--- config.mk ---
export PLATFORM = sky130hd
export DESIGN_NAME = bpf_inst_loader
export DESIGN_NICKNAME = d
export VERILOG_FILES = /design/src/rtl/bpf_inst_loader.sv
export SDC_FILE = /design/constraint.sdc
export NUM_CORES = 1
export LEC_CHECK = 0
export CAP_MARGIN = 20
export CORE_MARGIN = 10
export CORE_UTILIZATION = 45
export DETAILED_ROUTE_END_ITERATION = 16
export PLACE_DENSITY = 0.77
export SLEW_MARGIN = 20
export SYNTH_ARGS = -nofsm -noshare
export SYNTH_HDL_FRONTEND = slang
export SYNTH_SLANG_ARGS = --single-unit
--- constraint.sdc ---
create_clock -name axi_aclk -period 2.4 [get_ports axi_aclk]
set_clock_uncertainty 0.15 [all_clocks]
set_input_delay 0.6 -clock axi_aclk [delete_from_list [all_inputs] [get_ports axi_aclk]]
set_output_delay 0.6 -clock axi_aclk [all_outputs]
set_load 0.05 [all_outputs]
--- src/rtl/bpf_inst_loader.sv ---
// BPF instruction loader: pairs inst_low/inst_high writes into 64-bit instruction memory writes,
// sequences LOAD/RUN/STOPPING from Control.start and keeps the dropped-packet counter.
// Optional macro BPF_LOADER_OVERFLOW_CHECK_EN suppresses writes past the memory end and adds load_overflow.
module bpf_inst_loader #(
  parameter int CODE_ADDR_WIDTH = 10
) (
  input  logic                       axi_aclk,
  input  logic                       axi_aresetn,
  input  logic                       inst_low_strobe,
  input  logic [31:0]                inst_low_value,
  input  logic                       inst_high_strobe,
  input  logic [31:0]                inst_high_value,
  input  logic                       control_strobe,
  input  logic                       control_start,
  input  logic                       status_strobe,
  output logic [15:0]                status_num_packets_dropped,
  input  logic                       packet_dropped,
  input  logic                       cpu_idle,
  output logic                       cpu_enable,
  output logic                       inst_wr_en,
  output logic [CODE_ADDR_WIDTH-1:0] inst_wr_addr,
  output logic [63:0]                inst_wr_data
`ifdef BPF_LOADER_OVERFLOW_CHECK_EN
  ,
  output logic                       load_overflow
`endif
);

`ifdef BPF_LOADER_OVERFLOW_CHECK_EN
  localparam int CNT_W = CODE_ADDR_WIDTH + 1;
`else
  localparam int CNT_W = CODE_ADDR_WIDTH;
`endif
  localparam logic [CNT_W-1:0] CNT_ONE = {{(CNT_W-1){1'b0}}, 1'b1};

  typedef enum logic [1:0] {
    ST_LOAD,
    ST_RUN,
    ST_STOPPING
  } state_t;

  state_t                  state_reg;
  logic [31:0]             low_latch_reg;
  logic [CNT_W-1:0]        addr_cnt_reg;
  logic [31:0]             low_word;
  logic                    commit;
  logic                    counter_clear;
  logic                    mem_full;

  always_comb begin
    low_word = inst_low_strobe ? inst_low_value : low_latch_reg;
    commit   = inst_high_strobe && (state_reg == ST_LOAD);
    counter_clear = 1'b0;
    if (state_reg == ST_LOAD && control_strobe && !control_start)
      counter_clear = 1'b1;
    if (state_reg == ST_STOPPING && !(control_strobe && control_start) && cpu_idle)
      counter_clear = 1'b1;
`ifdef BPF_LOADER_OVERFLOW_CHECK_EN
    // The counter never passes 2^CODE_ADDR_WIDTH, so its MSB alone marks a full memory.
    mem_full = addr_cnt_reg[CNT_W-1];
`else
    mem_full = 1'b0;
`endif
  end

  always_ff @(posedge axi_aclk or negedge axi_aresetn) begin
    if (!axi_aresetn) begin
      state_reg     <= ST_LOAD;
      low_latch_reg <= '0;
      addr_cnt_reg  <= '0;
      cpu_enable    <= 1'b0;
      inst_wr_en    <= 1'b0;
      inst_wr_addr  <= '0;
      inst_wr_data  <= '0;
`ifdef BPF_LOADER_OVERFLOW_CHECK_EN
      load_overflow <= 1'b0;
`endif
    end else begin
      if (inst_low_strobe)
        low_latch_reg <= inst_low_value;
      inst_wr_en <= 1'b0;

      case (state_reg)
        ST_LOAD: begin
          if (control_strobe && control_start) begin
            state_reg  <= ST_RUN;
            cpu_enable <= 1'b1;
          end
        end
        ST_RUN: begin
          if (control_strobe && !control_start) begin
            state_reg  <= ST_STOPPING;
            cpu_enable <= 1'b0;
          end
        end
        ST_STOPPING: begin
          if (control_strobe && control_start) begin
            state_reg  <= ST_RUN;
            cpu_enable <= 1'b1;
          end else if (cpu_idle) begin
            state_reg <= ST_LOAD;
          end
        end
        default: begin
          state_reg  <= ST_LOAD;
          cpu_enable <= 1'b0;
        end
      endcase

      if (commit) begin
        if (mem_full) begin
`ifdef BPF_LOADER_OVERFLOW_CHECK_EN
          load_overflow <= 1'b1;
`endif
        end else begin
          inst_wr_en   <= 1'b1;
          inst_wr_addr <= addr_cnt_reg[CODE_ADDR_WIDTH-1:0];
          inst_wr_data <= {inst_high_value, low_word};
          addr_cnt_reg <= addr_cnt_reg + CNT_ONE;
        end
      end

      // A counter reset overrides a simultaneous advance.
      if (counter_clear) begin
        addr_cnt_reg <= '0;
`ifdef BPF_LOADER_OVERFLOW_CHECK_EN
        load_overflow <= 1'b0;
`endif
      end
    end
  end

  always_ff @(posedge axi_aclk or negedge axi_aresetn) begin
    if (!axi_aresetn) begin
      status_num_packets_dropped <= '0;
    end else if (status_strobe) begin
      status_num_packets_dropped <= packet_dropped ? 16'd1 : 16'd0;
    end else if (packet_dropped && status_num_packets_dropped != 16'hFFFF) begin
      status_num_packets_dropped <= status_num_packets_dropped + 16'd1;
    end
  end

endmodule

== After elaboration in Yosys (flattened, before gate mapping) ==
Index checks and enable logic that the tools add are counted.

* Divide/modulo/power cells: 0
* Reduce and logical (&&, ||, !) cells: 16
* Multipliers: 0
* Shift operators: 0
* Mux-type cells: 17
* Bitwise operators: 0
* Magnitude comparators: 0
* Add/sub/neg operators: 2
* Eq/ne operators: 7

{| class="wikitable"
|+ Operators by type and width
! operator !! number
|-
| 16-bit two-way mux || 2
|-
| 32-bit two-way mux || 1
|-
| 10-bit two-way mux || 2
|-
| 16-bit by 1-bit adder with 16-bit output (second input constant) || 1
|-
| 16-bit != test (second input constant) || 1
|-
| 10-bit by 1-bit adder with 10-bit output (second input constant) || 1
|-
| 1-bit logical AND || 8
|-
| 2-bit two-way mux || 4
|-
| 1-bit two-way mux || 6
|-
| 2-bit case mux with 3 select lines || 1
|-
| 2-bit by 1-bit != test with 1-bit output (second input constant) || 2
|-
| 2-bit nonzero test || 2
|-
| 3-bit by 2-bit != test with 1-bit output (second input constant) || 1
|-
| 3-bit AND reduction || 1
|-
| 2-bit by 1-bit == test with 1-bit output (second input constant) || 1
|-
| 2-bit == test (second input constant) || 1
|-
| 1-bit zero test || 2
|-
| 2-bit zero test || 1
|-
| 2-bit != test (second input constant) || 1
|-
| 1-bit case mux with 2 select lines || 1
|-
| 2-bit AND reduction || 1
|-
| 2-bit OR reduction || 1
|}

* Input port bits: 73
* Bits in writable memories: 0
* Memories: 0
* Bits in registers: 136
* Bits in read-only memories: 0
* Latch bits: 0
* Output and inout bits: 92

== Longest topological paths before layout ==
Gate-level depths: netlist of run 1.

* Word-level depth: 6
* Gate-level depth with buffers: 8
* Mapped depth without buffers: 5

== Least setup slack after synthesis of run 1 ==
No wires, ideal clock.

* Path kind: reg-to-reg
* Start: reg status_num_packets_dropped[0]
* End: reg status_num_packets_dropped[0]
* Library setup time: 0.132 ns
* Path buffers: 1
* Clock period less this slack: 2.345 ns
* Data required time: 2.118 ns
* Arrival time: 2.063 ns
* Cell stages (with the launch flop): 7
* Slack: 0.055 ns
* Path through: dfrtp_1 ha_1 nand4_1 nor4_2 buf_2 nor3b_1 a211oi_1

* Word-level cells in the longest chain between the ends: 3
* Elaborated cells between the ends (all ways): 6

{| class="wikitable"
|+ Ends and longest elaborated chain
! what !! RTL line !! source
|-
| start: declaration || 16 || <nowiki>output logic [15:0] status_num_packets_dropped,</nowiki>
|-
| start signal: assignment || 137 || <nowiki>status_num_packets_dropped <= packet_dropped ? 16'd1 : 16'd0;</nowiki>
|-
| start signal: assignment || 139 || <nowiki>status_num_packets_dropped <= status_num_packets_dropped + 16'd1;</nowiki>
|-
| 16-bit by 1-bit adder with 16-bit output or 16-bit != test (tied branches) || 139, 138 ||
|-
| 16-bit two-way mux or 1-bit logical AND (tied branches) || 138 || <nowiki>end else if (packet_dropped && status_num_packets_dropped != 16'hFFFF) begin</nowiki>
|-
| 16-bit two-way mux or 2-bit nonzero test (tied branches) || - ||
|}

Parallel ways exist; a longest one is shown, timed or not. The select of a mux whose other input is x is not followed.
A chain may end at the register's enable or synchronous reset.

== Final worst setup path of run 1 ==
* Start: reg inst_wr_data[15]
* End: out inst_wr_data[15]

{| class="wikitable"
|+ RTL lines
! what !! RTL line !! source
|-
| start: declaration || 22 || <nowiki>output logic [63:0] inst_wr_data</nowiki>
|-
| start signal: assignment || 118 || <nowiki>inst_wr_data <= {inst_high_value, low_word};</nowiki>
|}

No word-level cell between the ends.

==> impl_metrics.py, run 1 <==
metrics = {
    "status": {
        "outcome": "finished, final reports clean",
    },
    "power_and_ir_drop": {
        "power_frac_clock": 0.315,
        "power.share.combinational": 0.339,
        "switching_power_mw": 3.18,
        "pwr-share-seq": 0.346,
        "p_sw_frac": 0.367,
        "internal-power_mw": 5.47,
        "p_leak_nw": 3.83,
        "power_mw": 8.64,
        "powerDensity_nw_per_um2": 1070,
        "vdd_ir_drop_max_uv": 498,
    },
    "worst_setup_path": {
        "r2r-end": "status_num_packets_dropped[12]",
        "slowest_stage": "clkdlybuf4s50_1",
        "crit_path_max_fanout": 2,
        "cpPeakStageDelay_ps": 860,
        "worstSetupEndpoint": "inst_wr_data[15]",
        "cp_top_family": "buffers and inverters",
        "setup.worst_path.start": "inst_wr_data[15]",
        "arrival_ps": 1620,
        "r2r_setup_slack_ps": 340,
        "regToRegStartpoint": "status_num_packets_dropped[0]",
        "cp_num_cells": 1,
        "path_cells": "clkdlybuf4s50_1",
        "crit_type": "reg -> out",
        "worstPathRequired_ps": 1650,
        "crit_buf_inv": 1,
        "startpoint_type": "flop",
        "rr_worst_depth": 5,
        "crit_path_end_kind": "output pin",
    },
    "sta": {
        "finalWorstSetupSlack_ps": 34.0,
        "timing_hold_violations_final": 0,
        "post-route-min-period_ps": 2370,
        "relSlewSlack": 0.614,
        "grt_setup_unrepaired": "false",
        "setup-violations-final": 0,
        "fmax_ghz": 0.423,
        "maxSlewViolCount": 0,
        "period_share": 0.986,
        "tightestPinTransition_ps": 578,
        "finalSetupTns_ps": 0,
    },
    "clock_tree": {
        "cts.sinks": 136,
        "path_clk_slew_ps": 60,
        "cts_tree": "done",
        "post_cts_buffers": 0,
        "clock_latency_ps": 410,
        "clock_path_buffers": 2,
        "numCtsBuffers": 17,
        "cts_root_buf": "clkbuf_16",
        "cts_max_level": 4,
    },
    "drt": {
        "via_per_inst": 5.19,
        "avgRoutedWirePerCell_um": 17.0,
        "drc_errors": 0,
        "drt-initial-drc-count": 266,
        "wl_mm": 15.0,
        "drtAntennaViolNets": 0,
        "drtPass1Iterations": 4,
        "vias": 4589,
    },
    "global_route": {
        "antenna_found_initial": 0,
        "track_usage": 0.178,
        "grt_max_degree": 50,
        "grt_pass1_vias": 4766,
        "grt_pass1_wl_mm": 23.9,
        "grt_overflow": 0,
    },
    "die": {
        "die_area_um2": 17100,
        "ioPinCount": 165,
        "start_util": 0.460,
        "core_um2": 12000,
        "die_h_um": 131,
        "die_w_um": 131,
        "rows": 40,
    },
    "finish": {
        "fin_cells": 885,
        "largest_reg_flops": 64,
        "final_nets": 801,
        "diodes": 0,
        "drive_gt1_frac": 0.138,
        "fin_util": 0.671,
        "area_growth_pct": 45.9,
    },
    "logic_synthesis": {
        "synthAdderAreaFrac": 0.00453,
        "synth_top_family_by_area": "simple AND/OR/NAND/NOR gates",
        "yosysWarningCount": 0,
        "syn_avg_cell_area_um2": 10.1,
        "synth-seq-cells": 136,
        "muxShareOfSynthArea": 0.0689,
        "syn_area_um2": 5520,
        "syn-num-nets": 624,
        "synth_top_area_share": 0.617,
        "synth_area_leaders": "dfrtp_1 (62%), nand2_1 (16%), mux2_2 (6.5%)",
        "synth_top_area_cell": "dfrtp_1",
        "syn_inst": 549,
        "synth_seq_area_share": 0.617,
        "synth-compound-area-share": 0.0408,
        "ys_types": 41,
        "synth_xor_area_frac": 0.0127,
        "synth_simple_gate_area_frac": 0.232,
    },
    "placed_design": {
        "dp_cells": 853,
        "port_buffers": 164,
        "finalWeightedCongestion": 0.790,
        "pre_cts_ws_ps": -116,
        "dpl.hpwl_mm": 10.5,
    },
    "worst_hold_path": {
        "holdCritPathClass": "reg -> reg",
        "hold_depth": 2,
    },
    "job": {
        "cap_violations": 0,
    },
}
[placed cells by master (no fill, tap or decap), types with 3 or more instances in the layout]
master / Yosys / layout
nand2_1: 230 / 230
clkdlybuf4s50_1: 0 / 141
dfrtp_1: 136 / 136
mux2_2: 32 / 32
buf_4: 0 / 30
nor2_1: 17 / 17
clkbuf_16: 0 / 17
a21oi_1: 14 / 14
nand4_1: 8 / 8
nand3_1: 8 / 8
o21ai_0: 7 / 7
or4_1: 6 / 6
or3_1: 6 / 6
dlymetal6s2s_1: 0 / 6
xnor2_1: 5 / 5
o31ai_1: 5 / 5
buf_12: 0 / 5
a211oi_1: 4 / 4
clkinvlp_4: 0 / 4
bufinv_16: 0 / 4
inv_1: 4 / 3
and4_1: 3 / 3
and3_1: 3 / 3
xor2_1: 3 / 3
nor3_1: 3 / 3
nor2b_1: 3 / 3
nand2b_1: 3 / 3
[through the flow]
stage | hold WS, ps | instance area [um^2]
5_1_grt | 342 | 8060
4_1_cts | 326 | 8040
6_report | 321 | 8060
3_5_place_dp | 312 | 7410
3_3_place_gp | 307 | 7410
2_1_floorplan | 154 | 5520
[synthesized netlist by cell type]
master and n:
o21ai_0 7, a21oi_1 14, o31ai_1 5, mux2_2 32, or2_4 1, or2_0 1, o22ai_1 1, or3_1 6
dfrtp_1 136, nand2b_1 3, ha_1 2, nor2b_1 3, a211oi_1 4, nand3b_1 1, or3b_1 1, buf_2 7
inv_1 4, a311oi_1 1, mux2i_1 2, nor2_1 17, a22oi_1 1, or3b_2 1, nand3_1 8, nand2_1 230
or4_1 6, buf_1 5, a22o_1 1, a31oi_1 2, clkbuf_1 15, nor3b_1 1, nor3_1 3, buf_6 1
xor2_1 3, nand4_1 8, nor4_1 2, nor4bb_1 1, and3_1 3, o41ai_1 1, nor4_2 1, xnor2_1 5
and4_1 3
[power by group through the flow]
stage	Combinational, mW	Sequential, mW	Clock [mW]
floorplan	0.515	4.28	0
global placement	2.89	3.00	0
detailed placement	2.94	3.03	0
CTS	2.96	3.00	2.76
global route	3.10	3.04	2.86
finish	2.93	2.99	2.72
[area by class of cell]
| type | instances | area [um^2] |
|---|---|---|
| clock buffer | 20 | 447 |
| clock inverter | 11 | 173 |
| tap | 147 | 184 |
| multi-input combinational | 381 | 1980 |
| sequential | 136 | 3400 |
| timing repair buffer | 186 | 1850 |
| inverter | 4 | 15.0 |
| fill | 903 | 3960 |
[logic make-up after synthesis]
logic type,after synthesis
mux,34
fa+ha+maj,2
simple gates,300
buf+inv,32
flops,136
compound gates,37
xor+xnor,8
[routing by layer]
layer	track usage	vias to the layer above	routed length (um)
met5	0	-	0
met4	0.0713	0	343
met3	0.0701	35	1450
met2	0.282	185	7050
met1	0.213	2207	6170
li1	-	2162	-
[how the worst min path moves through the flow]
stage,from,end
6_report,inst_wr_data[6],inst_wr_data[6]
5_1_grt,inst_wr_data[62],inst_wr_data[62]
3_3_place_gp,inst_wr_data[53],inst_wr_data[53]
2_1_floorplan,axi_aresetn,addr_cnt_reg[0]
3_5_place_dp,inst_wr_data[38],inst_wr_data[38]
4_1_cts,inst_wr_data[38],inst_wr_data[38]
[what timing repair did]
action,CTS,global route
setup endpoints to repair,2,6
resized for setup,2,6
hold buffers,1,0
pin swaps,0,0
hold endpoints to repair,45,0
Power figures use the tool's default switching activity.
==> run 2: changes to the inputs <==
--- a/config.mk
+++ b/config.mk
@@ -9,8 +9,9 @@
 export CORE_MARGIN = 10
 export CORE_UTILIZATION = 45
 export DETAILED_ROUTE_END_ITERATION = 16
-export PLACE_DENSITY = 0.77
+export PLACE_DENSITY = 0.87
 export SLEW_MARGIN = 20
 export SYNTH_ARGS = -nofsm -noshare
 export SYNTH_HDL_FRONTEND = slang
 export SYNTH_SLANG_ARGS = --single-unit
+export TNS_END_PERCENT = 20
==> run 2 against run 1 <==
Effect of this change:
- clock power increased by 12%
- setup slack improved by 4.3 ps
- sequential share of layout area decreased by 0.55 points
- die area unchanged
- sequential power about the same
==> impl_metrics.py, run 2 (synthesized netlist as in run 1, its figures left out) <==
metrics = {
    "sta": {
        "post-route-min-period_ps": 2360,
        "tightestPinTransition_ps": 555,
        "grt_setup_unrepaired": "false",
        "timing_hold_violations_final": 0,
        "maxSlewViolCount": 0,
        "period_share": 0.984,
        "setup-violations-final": 0,
        "finalSetupTns_ps": 0,
        "hold_slack_ps": 324,
        "relSlewSlack": 0.629,
        "fmax_ghz": 0.423,
    },
    "power_and_ir_drop": {
        "internal-power_mw": 5.82,
        "p_leak_nw": 3.87,
        "switching_power_mw": 3.17,
        "p_sw_frac": 0.353,
        "power.share.combinational": 0.325,
        "powerDensity_nw_per_um2": 1100,
        "power_frac_clock": 0.340,
        "vdd_ir_drop_max_uv": 540,
        "pwr-share-seq": 0.334,
    },
    "finish": {
        "nFillCells": 887,
        "area_growth_pct": 47.8,
        "largest_reg_flops": 64,
        "mostFrequentLayoutCell": "nand2_1",
        "most-common-layout-cells": "nand2_1 (230), clkdlybuf4s50_1 (142), dfrtp_1 (136)",
        "drive_gt1_frac": 0.142,
        "final_nets": 802,
        "diodes": 0,
    },
    "clock_tree": {
        "cts_root_buf": "clkbuf_16",
        "clock_path_buffers": 2,
        "cts_tree": "done",
        "post_cts_buffers": 0,
        "cts_max_level": 4,
        "cts.sinks": 136,
        "path_clk_slew_ps": 60,
        "clock_latency_ps": 410,
        "numCtsBuffers": 17,
    },
    "worst_setup_path": {
        "arrival_ps": 1610,
        "cp_top_family": "buffers and inverters",
        "slowest_stage": "clkdlybuf4s50_1",
        "r2r-end": "status_num_packets_dropped[10]",
        "crit_buf_inv": 1,
        "regToRegStartpoint": "status_num_packets_dropped[0]",
        "rr_worst_depth": 5,
        "crit_path_max_fanout": 2,
        "r2r_setup_slack_ps": 220,
        "startpoint_type": "flop",
        "crit_type": "reg -> out",
        "crit_path_end_kind": "output pin",
        "worstPathRequired_ps": 1650,
        "cpPeakStageDelay_ps": 830,
        "path_cells": "clkdlybuf4s50_1",
    },
    "drt": {
        "via_per_inst": 5.16,
        "drt-initial-drc-count": 277,
        "wl_mm": 15.1,
        "vias": 4576,
        "drtPass1Iterations": 7,
        "drtAntennaViolNets": 0,
        "drc_errors": 0,
        "avgRoutedWirePerCell_um": 17.1,
    },
    "die": {
        "die_w_um": 131,
        "die_area_um2": 17100,
        "rows": 40,
        "start_util": 0.460,
        "ioPinCount": 165,
        "core_um2": 12000,
        "die_h_um": 131,
    },
    "global_route": {
        "grt_pass1_vias": 4989,
        "grt_pass1_wl_mm": 24.5,
        "grt_max_degree": 49,
        "antenna_found_initial": 0,
        "track_usage": 0.183,
        "grt_overflow": 0,
    },
    "worst_hold_path": {
        "min_from": "inst_wr_addr[6]",
        "holdCritPathClass": "reg -> reg",
        "min_to": "inst_wr_addr[6]",
        "hold_depth": 2,
    },
    "placed_design": {
        "dpl.hpwl_mm": 10.8,
        "port_buffers": 164,
        "finalWeightedCongestion": 0.777,
    },
    "status": {
        "outcome": "finished, final reports clean",
    },
    "job": {
        "cap_violations": 0,
    },
}
run 2: cell types whose count changed in the layout (fill, tap and decap cells not counted), sizes merged:
cell,change
dlygate4sd2,+2
dlymetal6s2s,-2
clkbuf,-1
bufinv,+3
clkinvlp,-4
clkdlybuf4s50,+1
clkinv,+4
inv,-1
run 2: power groups by stage:
stage / combinational, mW / clock, mW / sequential, mW
after detailed placement: 2.95 / 0 / 3.04
after global routing: 3.10 / 3.21 / 3.06
after global placement: 2.89 / 0 / 3.00
after CTS: 2.97 / 3.10 / 3.01
after floorplan: 0.515 / 0 / 4.28
final: 2.93 / 3.06 / 3.01
run 2: stage by stage:
stage / cell area [um^2] / utilization / total power [mW] / std cells / setup slack [ps]
2_1_floorplan: 5520 / - / 4.79 / 549 / 55.1
3_3_place_gp: 7450 / 0.620 / 5.90 / 854 / -168
3_5_place_dp: 7450 / 0.620 / 5.99 / 854 / -206
4_1_cts: 8150 / 0.679 / 9.07 / 887 / 13.1
5_1_grt: 8160 / 0.679 / 9.36 / 887 / 1.94
6_report: 8160 / 0.679 / 8.99 / 887 / 38.3
run 2: how the worst max path moves through the flow:
| stage | to | start | depth (start not counted) |
|---|---|---|---|
| final | inst_wr_data[29] | inst_wr_data[29] | 1 |
| after global routing | cpu_enable | cpu_enable | 1 |
| after CTS | inst_wr_data[18] | inst_wr_data[18] | 1 |
| after detailed placement | addr_cnt_reg[9] | inst_high_strobe | 5 |
| after global placement | addr_cnt_reg[9] | inst_high_strobe | 5 |
| after floorplan | status_num_packets_dropped[0] | status_num_packets_dropped[0] | 6 |
run 2: routing by layer:
layer / routed length, um / part of all wire / up-vias / global-route usage
met4: 394 / 0.026 / 0 / 0.0844
met5: 0 / 0 / - / 0
li1: - / - / 2167 / -
met2: 7470 / 0.49 / 172 / 0.304
met1: 5920 / 0.39 / 2212 / 0.203
met3: 1360 / 0.089 / 25 / 0.0713
run 2: cell type report:
cell class | instances | area, um^2 | share of cell area
inverter | 4 | 15.0 | 0.00184
clock inverter | 13 | 248 | 0.0304
sequential | 136 | 3400 | 0.417
clock buffer | 19 | 453 | 0.0555
multi-input combinational | 381 | 1980 | 0.243
timing repair buffer | 187 | 1880 | 0.230
tap | 147 | 184 | 0.0225
run 2: timing repair:
item / CTS / global route
endpoints found under the hold margin: 40 / 0
gates resized for setup: 4 / 4
hold buffers: 1 / 0
gates cloned: 0 / 0
endpoints found under the setup margin: 4 / 4
